[config.mk]
export PLATFORM = sky130hd
export DESIGN_NAME = axil_led_regs
export DESIGN_NICKNAME = d
export VERILOG_FILES = /design/src/rtl/axil_led_regs.sv
export SDC_FILE = /design/constraint.sdc
export NUM_CORES = 1
export LEC_CHECK = 0
export CAP_MARGIN = 20
export CELL_PAD_IN_SITES_DETAIL_PLACEMENT = 0
export CELL_PAD_IN_SITES_GLOBAL_PLACEMENT = 2
export CORE_AREA = 2 2 179 137
export CTS_CLUSTER_SIZE = 14
export DETAILED_ROUTE_END_ITERATION = 10
export DIE_AREA = 0 0 181 139
export PLACE_DENSITY_LB_ADDON = 0.1
export SYNTH_ARGS = -nofsm -noshare
export SYNTH_HDL_FRONTEND = slang
export SYNTH_SLANG_ARGS = --single-unit
[constraint.sdc]
create_clock -name zynq_clk -period 2.9 [get_ports zynq_clk]
set_input_delay 0.29 -clock zynq_clk [delete_from_list [all_inputs] [get_ports zynq_clk]]
set_output_delay 0.29 -clock zynq_clk [all_outputs]
set_load 0.02 [all_outputs]
[src/rtl/axil_led_regs.sv]
// axil_led_regs: AXI4-Lite register block with ID, scratch, LED control and a free-running cycle counter.
module axil_led_regs #(
  parameter int          ADDR_WIDTH = 12,
  parameter logic [31:0] ID_VALUE   = 32'h5053_0001,
  parameter int          LED_WIDTH  = 4
) (
  input  logic                  zynq_clk,
  input  logic                  zynq_resetn,
  input  logic [ADDR_WIDTH-1:0] s_axi_awaddr,
  input  logic [2:0]            s_axi_awprot,
  input  logic                  s_axi_awvalid,
  output logic                  s_axi_awready,
  input  logic [31:0]           s_axi_wdata,
  input  logic [3:0]            s_axi_wstrb,
  input  logic                  s_axi_wvalid,
  output logic                  s_axi_wready,
  output logic [1:0]            s_axi_bresp,
  output logic                  s_axi_bvalid,
  input  logic                  s_axi_bready,
  input  logic [ADDR_WIDTH-1:0] s_axi_araddr,
  input  logic [2:0]            s_axi_arprot,
  input  logic                  s_axi_arvalid,
  output logic                  s_axi_arready,
  output logic [31:0]           s_axi_rdata,
  output logic [1:0]            s_axi_rresp,
  output logic                  s_axi_rvalid,
  input  logic                  s_axi_rready,
  output logic [LED_WIDTH-1:0]  led_out
);
  localparam logic [1:0] RESP_OK     = 2'b00;
  localparam logic [1:0] RESP_SLVERR = 2'b10;
  logic                  awready_q, awready_d, wready_q, wready_d;
  logic                  aw_got_q, aw_got_d, w_got_q, w_got_d;
  logic [ADDR_WIDTH-1:0] awaddr_q, awaddr_d;
  logic [31:0]           wdata_q, wdata_d;
  logic [3:0]            wstrb_q, wstrb_d;
  logic                  bvalid_q, bvalid_d;
  logic [1:0]            bresp_q, bresp_d;
  logic                  arready_q, arready_d, rvalid_q, rvalid_d;
  logic [31:0]           rdata_q, rdata_d;
  logic [1:0]            rresp_q, rresp_d;
  logic [31:0]           scratch_q, scratch_d;
  logic [LED_WIDTH-1:0]  led_q, led_d;
  logic [31:0]           cnt_q, cnt_d;
  logic                  aw_hs, w_hs, ar_hs, do_wr, wr_map, rd_map;
  logic [1:0]            wr_idx, rd_idx;
  logic [31:0]           mask, led_ext, rd_val;
  logic                  unused_ok;
  assign unused_ok = ^{s_axi_awprot, s_axi_arprot, awaddr_q[1:0], s_axi_araddr[1:0]};
  always_comb begin
    aw_hs     = s_axi_awvalid & awready_q;
    w_hs      = s_axi_wvalid & wready_q;
    ar_hs     = s_axi_arvalid & arready_q;
    do_wr     = aw_got_q & w_got_q & ~bvalid_q;
    wr_map    = (awaddr_q[ADDR_WIDTH-1:5] == '0) & ~awaddr_q[4];
    wr_idx    = awaddr_q[3:2];
    mask      = {{8{wstrb_q[3]}}, {8{wstrb_q[2]}}, {8{wstrb_q[1]}}, {8{wstrb_q[0]}}};
    led_ext   = 32'(led_q);
    bvalid_d  = do_wr | (bvalid_q & ~s_axi_bready);
    bresp_d   = do_wr ? (wr_map ? RESP_OK : RESP_SLVERR) : bresp_q;
    aw_got_d  = ~do_wr & (aw_got_q | aw_hs);
    w_got_d   = ~do_wr & (w_got_q | w_hs);
    awready_d = ~aw_got_d & ~bvalid_d;
    wready_d  = ~w_got_d & ~bvalid_d;
    awaddr_d  = aw_hs ? s_axi_awaddr : awaddr_q;
    wdata_d   = w_hs ? s_axi_wdata : wdata_q;
    wstrb_d   = w_hs ? s_axi_wstrb : wstrb_q;
    scratch_d = (do_wr & wr_map & (wr_idx == 2'd1)) ? ((wdata_q & mask) | (scratch_q & ~mask)) : scratch_q;
    led_d     = (do_wr & wr_map & (wr_idx == 2'd2)) ? LED_WIDTH'((wdata_q & mask) | (led_ext & ~mask)) : led_q;
    cnt_d     = (do_wr & wr_map & (wr_idx == 2'd3)) ? 32'd0 : cnt_q + 32'd1;
    rd_map    = (s_axi_araddr[ADDR_WIDTH-1:5] == '0) & ~s_axi_araddr[4];
    rd_idx    = s_axi_araddr[3:2];
    rd_val    = (rd_idx == 2'd0) ? ID_VALUE : (rd_idx == 2'd1) ? scratch_q : (rd_idx == 2'd2) ? led_ext : cnt_q;
    rvalid_d  = ar_hs | (rvalid_q & ~s_axi_rready);
    rdata_d   = ar_hs ? (rd_map ? rd_val : 32'd0) : rdata_q;
    rresp_d   = ar_hs ? (rd_map ? RESP_OK : RESP_SLVERR) : rresp_q;
    arready_d = ~rvalid_d;
  end
  always_ff @(posedge zynq_clk or negedge zynq_resetn) begin
    if (!zynq_resetn) begin
      awready_q <= 1'b0;
      wready_q  <= 1'b0;
      aw_got_q  <= 1'b0;
      w_got_q   <= 1'b0;
      awaddr_q  <= '0;
      wdata_q   <= '0;
      wstrb_q   <= '0;
      bvalid_q  <= 1'b0;
      bresp_q   <= RESP_OK;
      arready_q <= 1'b0;
      rvalid_q  <= 1'b0;
      rdata_q   <= '0;
      rresp_q   <= RESP_OK;
      scratch_q <= '0;
      led_q     <= '0;
      cnt_q     <= '0;
    end else begin
      awready_q <= awready_d;
      wready_q  <= wready_d;
      aw_got_q  <= aw_got_d;
      w_got_q   <= w_got_d;
      awaddr_q  <= awaddr_d;
      wdata_q   <= wdata_d;
      wstrb_q   <= wstrb_d;
      bvalid_q  <= bvalid_d;
      bresp_q   <= bresp_d;
      arready_q <= arready_d;
      rvalid_q  <= rvalid_d;
      rdata_q   <= rdata_d;
      rresp_q   <= rresp_d;
      scratch_q <= scratch_d;
      led_q     <= led_d;
      cnt_q     <= cnt_d;
    end
  end
  assign s_axi_awready = awready_q;
  assign s_axi_wready  = wready_q;
  assign s_axi_bvalid  = bvalid_q;
  assign s_axi_bresp   = bresp_q;
  assign s_axi_arready = arready_q;
  assign s_axi_rvalid  = rvalid_q;
  assign s_axi_rdata   = rdata_q;
  assign s_axi_rresp   = rresp_q;
  assign led_out       = led_q;
endmodule

# Word level (Yosys, flattened, before mapping)
# Index checks and enable logic that the tools add are counted.
# Widths: inputs -> output; s select.
# classes
n_bitwise	37
reduce_logical	3
eq_ne	5
addsub	1
muxes	7
# op_table
cell	count
$mux 32	5
$and 32x32->32	2
$add 32x1->32 const B	1
$not 32->32	1
$or 32x32->32	1
$and 1x1->1	17
$logic_not 7->1	2
$not 1->1	10
$eq 2x2->1 const B	3
$and 4x4->4	1
$eq 2x1->1 const B	2
$mux 2	2
$or 1x1->1	4
$or 4x4->4	1
$logic_not 2->1	1
# totals
inputBits	73
out_inout_bits	45
ff_bits	159

# Longest topological paths before layout
# logic_depth
word_depth	6
depth_mapped	6
ltp_nobuf	5

# Worst setup path before layout
# Ideal clock, no wire load.
# synth_path
path_type	flip-flop to flip-flop
start	register awaddr_q[6]
end	register (tool-made name)
period_less_slack_ps	2109
t_arrival_ps	1984
setup_ps	125
setup_slack_ps	791
path_stages_with_launch	5
path_cell_list	dfrtp_1 -> or4_4 -> nor4_4 -> nand2_4 -> mux2_4
# synth_lines
element	line_no	text
from (decl)	34	logic [ADDR_WIDTH-1:0] awaddr_q, awaddr_d;
from (signal assigned)	102	awaddr_q <= awaddr_d;

# Worst setup path after layout
# layout_path
start	register awaddr_q[6]
end	register cnt_q[9]
# layout_between
elab_chain_cells	5
# layout_lines
element	line_no	text
$logic_not 7->1	55	wr_map = (awaddr_q[ADDR_WIDTH-1:5] == '0) & ~awaddr_q[4];
$and 1x1->1	55	
$and 1x1->1 (2 in series)	70	cnt_d = (do_wr & wr_map & (wr_idx == 2'd3)) ? 32'd0 : cnt_q + 32'd1;
$mux 32	70	
named net cnt_d[9]	44	logic [31:0] cnt_q, cnt_d;
to (signal assigned)	113	cnt_q <= cnt_d;
to (decl)	44	
# The timed path passes the listed nets, and every way through them passes these cells.
# A chain may end at the register's enable or synchronous reset.

==> results.json <==
{
  "use_met2_pct": 20.4,
  "critPathCaptureType": "register",
  "synth_cells": 557,
  "synth_area_um2": 6690,
  "htreeDepth": 4,
  "cts_buffer_depth": 2,
  "fmax_mhz": 440,
  "crit_required_ns": 3.21,
  "die_area_um2": 25200,
  "setup_tns_ns": 0,
  "finalSetupViolCount": 0,
  "worst-path-max-fanout": 12,
  "power.leakage_nw": 3.80,
  "rows": 49,
  "first_global_vias": 4961,
  "drt-wirelength-per-cell_um": 17.0,
  "synth_compound_area_share_pct": 6.59,
  "gr-total-overflow": 0,
  "cp.arrival_ns": 2.58,
  "antenna_cells": 0,
  "yosysTopAreaCell": "dfrtp_1",
  "finalWirelength_um": 16800,
  "setup_ws_ns": 0.628,
  "firstDrtPassIters": 4,
  "seq_area_um2": 3880,
  "vdd_drop_max_uv": 396,
  "hold_class": "in -> async",
  "fillCellCount": 2338,
  "slew_viol_final": 0,
  "nets": 744,
  "top_usage_layer": "met2",
  "cts_made_buffers": 17,
  "antenna_found_initial": 2,
  "rsz0062_at_grt": "no",
  "die-height_um": 139,
  "area_delta_synth_final_pct": 30.6,
  "worstMarginPinSlew_ns": 0.802,
  "ctsResizeCount": 0,
  "ys_types": 43,
  "clock_latency_ns": 0.43,
  "drc_errors": 0,
  "synth-warning-count": 0,
  "hpwl_um": 11800,
  "synthXorXnorAreaFrac_pct": 1.44,
  "place.gp.congestion": 0.706,
  "core_area_um2": 23500,
  "fin_area_um2": 8730,
  "powerDensity_nw_per_um2": 714,
  "async_reset_ff_share_pct": 100,
  "min_period_over_period_pct": 78.4,
  "ys.flop_type": "dfrtp_1",
  "relSlewSlack_pct": 46.4,
  "synth_top_family_by_area": "multiplexers",
  "cap_violations": 0,
  "multi_input_area_um2": 2670,
  "avgSynthCellArea_um2": 12.0,
  "root_buffer": "clkbuf_16",
  "die_w_um": 181,
  "yosys.area_share.simple_pct": 13.3,
  "synth_edf_count": 0,
  "drtIter0Drc": 145,
  "synthTopCellsByCount": "dfrtp_1, mux2_2, nand2_1",
  "viasPerCell": 4.66,
  "yosys-mux-area-fraction_pct": 18.4,
  "start_util_pct": 28.4,
  "met3_usage_pct": 4.70,
  "io_buffers": 105,
  "utilization_pct": 37.1,
  "fin_crit_ns": 2.27,
  "cts_tree": "yes",
  "clk_pin_slew_ns": 0.06,
  "grt_max_degree": 56,
  "synth_fa_ha_area_share_pct": 0.187,
  "ys_seq_elements": 155,
  "clkSinkCount": 155,
  "synth_area_leaders": "dfrtp_1, mux2_2, mux2i_1",
  "postPlaceCellArea_um2": 8120,
  "num_io_pins": 118,
  "synth_most_common_cell": "dfrtp_1",
  "drt.antenna.violating_nets": 0,
  "yosysSeqAreaShare_pct": 58.0,
  "grt_usage_pct": 14.1,
  "clock_skew_ns": 0.0137,
  "num_vias": 4607,
  "status": "finished clean",
  "drive_gt1_share_pct": 18.3,
  "dp_worst_setup_slack_ns": 0.589,
  "grt_pass1_wl_um": 27600,
  "crit_type": "reg -> reg",
  "use_met1_pct": 20.0,
  "startpoint_type": "register",
  "hold_viol_final": 0,
  "synth_top_area_share_pct": 58.0
}
cell usage in the layout (no fill, tap or decap), types with 3 or more instances in the layout:
cell and instances:
nor3_1 8, and2_1 4, nand4_1 13, dfrtp_1 155, o31ai_1 5, mux2_2 66
o21ai_0 46, and4_1 5, clkinvlp_4 3, clkbuf_8 3, o21a_1 5, nand2b_1 6
nand2_4 4, nand2_1 59, inv_1 9, mux2i_1 30, xor2_1 5, nor4_1 9
buf_4 11, mux2_1 11, mux2_4 4, a21oi_1 17, clkdlybuf4s50_1 103, nand3_1 12
xnor2_1 6, or4_1 6, nor2_1 19, clkbuf_16 17, clkinv_4 4, or3_1 5
and3_1 6
per-layer routing:
metal  up-vias  routed length [um]
met5         -                  25
met4         4                 150
met3        15                 888
met2        91                7290
met1      2278                8480
li1       2219                   -
cell families (layout without fill, tap and decap cells):
kind of cell / Yosys count / in the layout
AOI/OAI and AO/OA: 79 / 79
xor gates and xnor gates: 11 / 11
adders and majority gates: 1 / 1
buffers and inverters: 34 / 159
DFF: 155 / 155
muxes: 111 / 111
other: 1 / 2
and+or+nand+nor: 165 / 165
worst max-delay path, cell delays in order (launching register included):
cell     delay, ns
dfrtp_1       0.39
or4_4         0.58
nor3_1        0.30
and3_1        0.61
buf_4         0.24
nor2_1        0.05
cell type report:
class,count,share of cell area (%)
sequential,155,44.4
multi-input combinational,369,30.6
timing repair buffer,118,13.3
clock buffer,21,5.39
tap,306,4.38
clock inverter,11,1.55
inverter,9,0.387
through the flow:
stage | hold slack, ns | power [mW] | instances
after floorplan | -0.00559 | 3.58 | 558
after global placement | 0.294 | 3.97 | 956
after detailed placement | 0.298 | 4.02 | 956
after CTS | 0.424 | 6.34 | 989
after global routing | 0.452 | 6.58 | 989
final | 0.406 | 6.24 | 989
final timing paths:
| path | from | end | slack, ns | depth (start not counted) |
|---|---|---|---|---|
| max | awaddr_q[6]$_DFFE_PN0P_ | cnt_q[9]$_DFF_PN0_ | 0.63 | 5 |
| min | zynq_resetn | s_axi_rdata[6]$_DFFE_PN0P_ | 0.41 | 2 |
| max reg2reg | awaddr_q[6]$_DFFE_PN0P_ | cnt_q[9]$_DFF_PN0_ | 0.63 | 5 |
| min reg2reg | s_axi_rdata[11]$_DFFE_PN0P_ | s_axi_rdata[11]$_DFFE_PN0P_ | 0.48 | 2 |
| max in group asynchronous | zynq_resetn | wdata_q[27]$_DFFE_PN0P_ | 1.69 | 3 |
| min in group zynq_clk | s_axi_araddr[3] | s_axi_rdata[26]$_DFFE_PN0P_ | 0.46 | 3 |
timing repair:
action | in CTS | in global routing
hold buffers | 1 | 0
endpoints found under the hold margin | 52 | 0
setup buffers | 0 | 0
where the power goes:
part | total, mW | internal [mW] | switching, mW
clock network | 2.28 | 1.35 | 0.937
registers | 2.93 | 2.60 | 0.336
logic | 1.02 | 0.581 | 0.439
Note: power is estimated with default switching activity, not from simulation.
